`src/rtl/types_pkg.sv`:
```
// -----------------------------------------------------------------------------
// types_pkg
// Shared types and constants for the fetch program-counter block.
//   pc_t         16-bit fetch address
//   PC_RESET     address the PC takes on reset
//   FLUSH_DEPTH  number of cycles flush stays high after a redirect
//   FCNT_W       width of the flush down-counter
//   pc_state_t   fetch-PC control states
// -----------------------------------------------------------------------------
package types_pkg;

  typedef logic [15:0] pc_t;

  localparam pc_t PC_RESET    = 16'h0000;
  localparam int  FLUSH_DEPTH = 2;
  localparam int  FCNT_W      = $clog2(FLUSH_DEPTH) + 1;

  typedef enum logic [1:0] {
    PC_RUN,
    PC_FLUSH,
    PC_HALT
  } pc_state_t;

endpackage

```
`src/rtl/fetch_pc.sv`:
```
// -----------------------------------------------------------------------------
// fetch_pc
// Program counter and fetch control. Increments the fetch address, redirects on
// taken jumps (raising flush for FLUSH_DEPTH cycles to squash wrong-path work),
// holds on hazard stalls and stops permanently on HALT until reset.
//
// Ports
//   clk          in   sole clock, rising edge
//   rst_n        in   asynchronous active-low reset
//   jmp          in   taken jump/branch decision, valid every cycle
//   jmp_target   in   16-bit absolute redirect address (used when jmp=1)
//   stall        in   hazard stall, hold the PC
//   halt_req     in   HALT instruction reached decode
//   pc           out  registered fetch address
//   pc_plus1     out  combinational pc+1 (mod 2^16), link value
//   fetch_valid  out  registered, instruction at pc is fetched this cycle
//   flush        out  registered, squash younger in-flight instructions
//   halted       out  registered, core stopped
// -----------------------------------------------------------------------------
module fetch_pc
  import types_pkg::*;
(
  input  logic        clk,
  input  logic        rst_n,
  input  logic        jmp,
  input  logic [15:0] jmp_target,
  input  logic        stall,
  input  logic        halt_req,
  output logic [15:0] pc,
  output logic [15:0] pc_plus1,
  output logic        fetch_valid,
  output logic        flush,
  output logic        halted
);

  pc_state_t           state_q, state_d;
  pc_t                 pc_q, pc_d;
  logic                valid_q, valid_d;
  logic                flush_q, flush_d;
  logic                halted_q, halted_d;
  logic [FCNT_W-1:0]   cnt_q, cnt_d;

  // NOTE: sequential state uses non-blocking assignments so every register
  // samples the pre-edge values, independent of statement order.
  always_ff @(posedge clk or negedge rst_n) begin
    if (!rst_n) begin
      state_q  <= PC_RUN;
      pc_q     <= PC_RESET;
      valid_q  <= 1'b0;
      flush_q  <= 1'b0;
      halted_q <= 1'b0;
      cnt_q    <= '0;
    end else begin
      state_q  <= state_d;
      pc_q     <= pc_d;
      valid_q  <= valid_d;
      flush_q  <= flush_d;
      halted_q <= halted_d;
      cnt_q    <= cnt_d;
    end
  end

  always_comb begin
    // NOTE: every output of this block gets a default (hold) first, so no
    // path through the case can leave a signal unassigned and infer a latch.
    state_d  = state_q;
    pc_d     = pc_q;
    valid_d  = valid_q;
    flush_d  = flush_q;
    halted_d = halted_q;
    cnt_d    = cnt_q;

    unique case (state_q)
      PC_RUN: begin
        if (!valid_q) begin
          // First edge out of reset: fetch the reset address, do not advance.
          valid_d = 1'b1;
        end else if (jmp) begin
          pc_d    = jmp_target;
          flush_d = 1'b1;
          cnt_d   = FCNT_W'(FLUSH_DEPTH - 1);
          state_d = PC_FLUSH;
        end else if (halt_req) begin
          // Halt wins over stall; the PC freezes on the halting address.
          state_d  = PC_HALT;
          halted_d = 1'b1;
          valid_d  = 1'b0;
        end else if (!stall) begin
          pc_d = pc_q + 16'd1;
        end
      end

      PC_FLUSH: begin
        // halt_req is a wrong-path instruction here and is ignored.
        if (jmp) begin
          pc_d    = jmp_target;
          flush_d = 1'b1;
          cnt_d   = FCNT_W'(FLUSH_DEPTH - 1);
        end else if (!stall) begin
          pc_d = pc_q + 16'd1;
          // Counter holds the remaining flush cycles after this one; a stall
          // freezes the window along with the PC.
          if (cnt_q == '0) begin
            flush_d = 1'b0;
            state_d = PC_RUN;
          end else begin
            cnt_d = cnt_q - 1'b1;
          end
        end
      end

      PC_HALT: begin
        // Terminal until reset.
      end

      default: begin
        state_d = PC_RUN;
      end
    endcase
  end

  assign pc          = pc_q;
  assign pc_plus1    = pc_q + 16'd1;
  assign fetch_valid = valid_q;
  assign flush       = flush_q;
  assign halted      = halted_q;

endmodule

```
`config.mk`:
```
export PLATFORM = sky130hd
export DESIGN_NAME = fetch_pc
export DESIGN_NICKNAME = d
export VERILOG_FILES = /design/src/rtl/types_pkg.sv /design/src/rtl/fetch_pc.sv
export SDC_FILE = /design/constraint.sdc
export NUM_CORES = 1
export LEC_CHECK = 0
export ABC_AREA = 1
export CORE_UTILIZATION = 45
export CTS_BUF_LIST = sky130_fd_sc_hd__clkbuf_8
export CTS_CLUSTER_DIAMETER = 120
export DETAILED_ROUTE_END_ITERATION = 8
export PLACE_DENSITY = 0.8
export SYNTH_ARGS = -nofsm -noshare
export SYNTH_HDL_FRONTEND = slang
export SYNTH_SLANG_ARGS = --single-unit
```
`constraint.sdc`:
```
create_clock -name clk -period 1.6 [get_ports clk]
set_input_delay 0.24 -clock clk [delete_from_list [all_inputs] [get_ports clk]]
set_output_delay 0.24 -clock clk [all_outputs]
set_load 0.01 [all_outputs]
```
# After elaboration in Yosys (flattened, before gate mapping)

Cells that the tools add are included.

Equality and inequality tests: 12
Reduce and logical (&&, ||, !) cells: 8
Muxes and demuxes: 28
Add/sub/neg operators: 2
Bitwise operators: 2

Operators by type and width:

| kind                    | number |
|---|---|
| $mux W16                | 5 |
| $pmux W16 S2            | 1 |
| $mux W2                 | 11 |
| $add A16 B1 Y16 const B | 1 |
| $ne A3 B3 Y1 const B    | 5 |
| $ne A2 B2 Y1 const B    | 5 |
| $reduce_and A5 Y1       | 2 |
| $mux W1                 | 8 |
| $pmux W2 S3             | 1 |
| $reduce_and A6 Y1       | 1 |
| $logic_not A2 Y1        | 2 |
| $pmux W2 S2             | 1 |
| $reduce_and A4 Y1       | 1 |
| $reduce_and A3 Y1       | 1 |
| $eq A2 B1 Y1 const B    | 1 |
| $eq A2 B2 Y1 const B    | 1 |
| $not A1 Y1              | 2 |
| $pmux W1 S2             | 1 |
| $reduce_bool A2 Y1      | 1 |
| $sub A2 B1 Y2 const B   | 1 |

Logic and storage cells: 58
Flip-flop bits (word level): 23
Output and inout bits: 35
Input bits: 21

# Logic depth before layout (Yosys ltp)

Depth after elaboration: 6
Mapped depth: 10
Gate-level depth less buffers: 9

# Least setup slack after synthesis

OpenSTA, ideal clock, no wires.

Path type: reg2out
Start: register pc_q[0] (netlist: pc[0])
End: output port pc_plus1[8]
Stages on the path, launching flop included: 7
Setup slack: 109 ps
Buffers on the path: 0
Data arrival time: 1,251 ps
Data required time: 1,360 ps
Cells stage by stage: dfrtp_1 -> ha_1 -> nand3_1 -> inv_1 -> nand2_1 -> xor2_1 -> inv_1

Cells in the longest elaborated chain, start to end: 1

Ends and longest elaborated chain:

| element                | RTL line        | source |
|---|---|---|
| start, declared        | fetch_pc.sv:37  | `pc_t pc_q, pc_d;` |
| start signal, assigned | fetch_pc.sv:55  | `pc_q <= pc_d;` |
| $add A16 B1 Y16        | fetch_pc.sv:123 | `assign pc_plus1 = pc_q + 16'd1;` |
| end, declared          | fetch_pc.sv:30  | `output logic [15:0] pc_plus1,` |

No other way between the ends.

# Worst setup path after layout

Start: register pc_q[9] (netlist: pc[9])
End: output port pc_plus1[15]

Same word-level chain as after synthesis.

==> summary.md <==
• finished, violations left — status
• negative setup slack — violated checks
• 36.7% — area share of the leading cell type in the synthesized netlist
• 3340 sq um — core region area
• 1570 sq um — post-synthesis instance area
• 5.41 — mean number of vias per cell
• 231 — DRC marker count from the first detailed-route iteration
• sky130_fd_sc_hd__nand2_1 (89), sky130_fd_sc_hd__nor2_1 (41), sky130_fd_sc_hd__dfrtp_1 (23), sky130_fd_sc_hd__inv_1 (23), sky130_fd_sc_hd__nand3_1 (14) — top cells by count, synth
• 2 — Max Buffers Root-to-Sink
• sky130_fd_sc_hd__dfrtp_1 — Synth Flop Type
• built — clock tree from TritonCTS
• -0.22 ns — reg-to-reg setup timing slack
• 0 — max-cap check violation count
• 61.1 microns — Die Height
• 265 — number of nets in the synthesized netlist
• 3.30 mm — post-detailed-placement half-perimeter wirelength
• sky130_fd_sc_hd__dfrtp_1 (37%), sky130_fd_sc_hd__nand2_1 (21%), sky130_fd_sc_hd__nor2_1 (9.8%), sky130_fd_sc_hd__inv_1 (5.5%), sky130_fd_sc_hd__nand3_1 (4.5%) — top cells by area, synth
• 15.8 microns — Wirelength per Cell
• 55 — input/output buffers
• pc_plus1[15] — Critical Path End
• 23 — sink count of the clock tree
• 0.10 ns — clock slew seen by the registers of the worst setup and hold paths
• 1.36 ns — required time of the worst setup path
• 100% — share of synthesized flip-flops with an asynchronous set or reset
• 3730 sq um — Total Die Area
• 37.7% — fraction of layout cells with a size suffix above 1
• 61.1 microns — Die Width
• 56 — io pins
• 21 — number of cell rows
• 3 — highest fanout seen on the critical path
• pc[0]$_DFFE_PN0P_ — reg-to-reg critical path startpoint
• 0 — Hold Violations, Final
• 30.6% — Tot GR Track Use
• 5 — length of the first detailed-routing pass in iterations
• 36.7% — portion of the post-synthesis area used by sequential elements
• 0 — diodes inserted
• primary input to async pin — worst min-delay path category
• 0 — number of nets still failing antenna checks after routing
• 6.36 mm — routed wire length
• 0 — max-slew violation count
• 47.0% — effective utilization at floorplan
• 0.0101 ns — worst clock skew
• sky130_fd_sc_hd__dfrtp_1 — dominant cell type by area after synthesis
• 0 — initial antenna violation count
• 1.60 ns — arrival time reported for the critical path endpoint
• sky130_fd_sc_hd__clkbuf_8 — root buffer cell
• 115% — Final Cycle Share
• primary output — Crit. End Element
• 1.52 nW — P_leak
• flip-flop to primary output — Critical Setup Path Class
• 6.48 sq um — mean instance size in the synthesized netlist
• 80.9% — layout overhead on the synthesized area
• yes — RSZ-0062 raised after global routing
• 0.28 ns — clock latency of the later-clocked register in the worst-skew pair
• 0 — number of enable flip-flop cells after synthesis
• 0 — grt total ovfl
• 18 — Setup violations, final
• 577 sq um — Sequential cell area
• 1050 sq um — multi-input combinational cell area
• 0.544 GHz — fmax
• 242 — gate count of the mapped netlist
• 1927 — vias in the first global route
• 0 — yosys synthesis warning count
• 0 — DRC violation count after routing
• -0.237 ns — setup slack of the critical path after layout
• 404 — Post-Layout Cell Count
• 1940 nW/um^2 — total power density per cell area
• 8.34 mm — global-route wire length before repair
• 186 — fillers
• flip-flop — kind of launch point of the worst setup path
• 1 — number of levels in the clock H-tree
• 370 — placed cells
• sky130_fd_sc_hd__nand2_1 — most frequently used cell type in the post-synthesis netlist
• 5.50 mW — Total Power
• 382 — nets
• 78.9% — worst slew slack as a fraction of its limit
• 28 — largest net degree at the start of global routing
• pc[11]$_DFFE_PN0P_ — endpoint of the worst register-to-register path
• 24 — number of different library cells in the post-synthesis netlist
• 3 — total CTS buffers
• 1.84 ns — clock period minus worst slack
• 0.317 ns — transition time of the tightest slew-check pin
• 0.000999 V — VDD IR-drop max
• 0.914 — final estimated routing congestion in global placement
• pc[9]$_DFFE_PN0P_ — crit path launch
• 13 — cell count of the worst reg-to-reg path
• 2184 — count of vias placed by the detailed router
• 23 — synthesis-stage register bit count
-- sequential cells by signal, indices dropped and copies added, names as in the netlist --
name         count
halted           1
pc              16
cnt_q            2
state_q          2
fetch_valid      1
flush            1
-- worst max-delay path, stage by stage (launching register included) --
cell and delay [ns]:
sky130_fd_sc_hd__dfrtp_1 0.36, sky130_fd_sc_hd__buf_4 0.12, sky130_fd_sc_hd__nand2_1 0.10, sky130_fd_sc_hd__nor2_2 0.17, sky130_fd_sc_hd__nand2_1 0.12, sky130_fd_sc_hd__inv_1 0.08
sky130_fd_sc_hd__nand3_1 0.13, sky130_fd_sc_hd__nand2_1 0.11, sky130_fd_sc_hd__buf_2 0.13
-- per-layer routing --
layer / wire, microns / vias up / track usage (%)
li1: - / 980 / -
met1: 2550 / 1037 / 37.9
met2: 3110 / 137 / 48.9
met3: 483 / 30 / 6.30
met4: 218 / 0 / 19.2
met5: 0 / - / 0
-- cells in the final DEF, fill, tap and decap left out, drive strengths merged, types with 6 or more instances in the layout --
cell           count
inv               27
dfrtp             23
xor2               6
nand2             90
clkdlybuf4s50     28
o21ai             18
buf               79
nor2              43
nand3             15
dlygate4sd2        7
-- through the flow --
stage	setup TNS, ns	hold WS [ns]	setup slack [ns]	instance area (sq um)	utilization [%]
after detailed placement	-2.63	0.464	-0.294	2400	71.8
after global placement	-2.18	0.450	-0.265	2400	71.8
after CTS	-1.27	0.331	-0.148	2690	80.6
after floorplan	0	-0.0556	0.109	1570	-
final	-2.68	0.321	-0.237	2840	85.1
after global routing	-4.10	0.349	-0.441	2840	85.1
-- worst min-delay path by stage --
stage                            start                    to  slack [ns]
floorplan                        rst_n  cnt_q[0]$_DFFE_PN0P_       -0.06
global placement    halted$_DFFE_PN0P_    halted$_DFFE_PN0P_        0.45
detailed placement   flush$_DFFE_PN0P_     flush$_DFFE_PN0P_        0.46
CTS                              rst_n    pc[11]$_DFFE_PN0P_        0.33
global route                     rst_n     pc[3]$_DFFE_PN0P_        0.35
finish                           rst_n     pc[7]$_DFFE_PN0P_        0.32
-- cell families after synthesis --
group	after synthesis	synth area share (%)
compound gates	22	8.53
simple gates	155	40.4
flops	23	36.7
buf+inv	34	9.49
xor+xnor	6	3.35
fa+ha+maj	2	1.59
-- power breakdown --
part	switching [mW]	internal, mW	leakage (nW)
clock	0.220	0.175	0.0255
combinational	2.05	1.93	1.22
sequential	0.272	0.850	0.273
-- area by class of cell --
type,count,area share [%]
sequential,23,20.3
clock buffer,3,1.45
multi-input combinational,185,36.9
timing repair buffer,119,35.4
inverter,27,3.66
clock inverter,1,0.176
tap,46,2.03
-- what timing repair did --
action,in CTS,in global routing
resized for setup,100,33
setup endpoints to repair,18,23
pin swaps,25,29
setup buffers,25,6
hold buffers,0,0
Power figures use the tool's default switching activity.
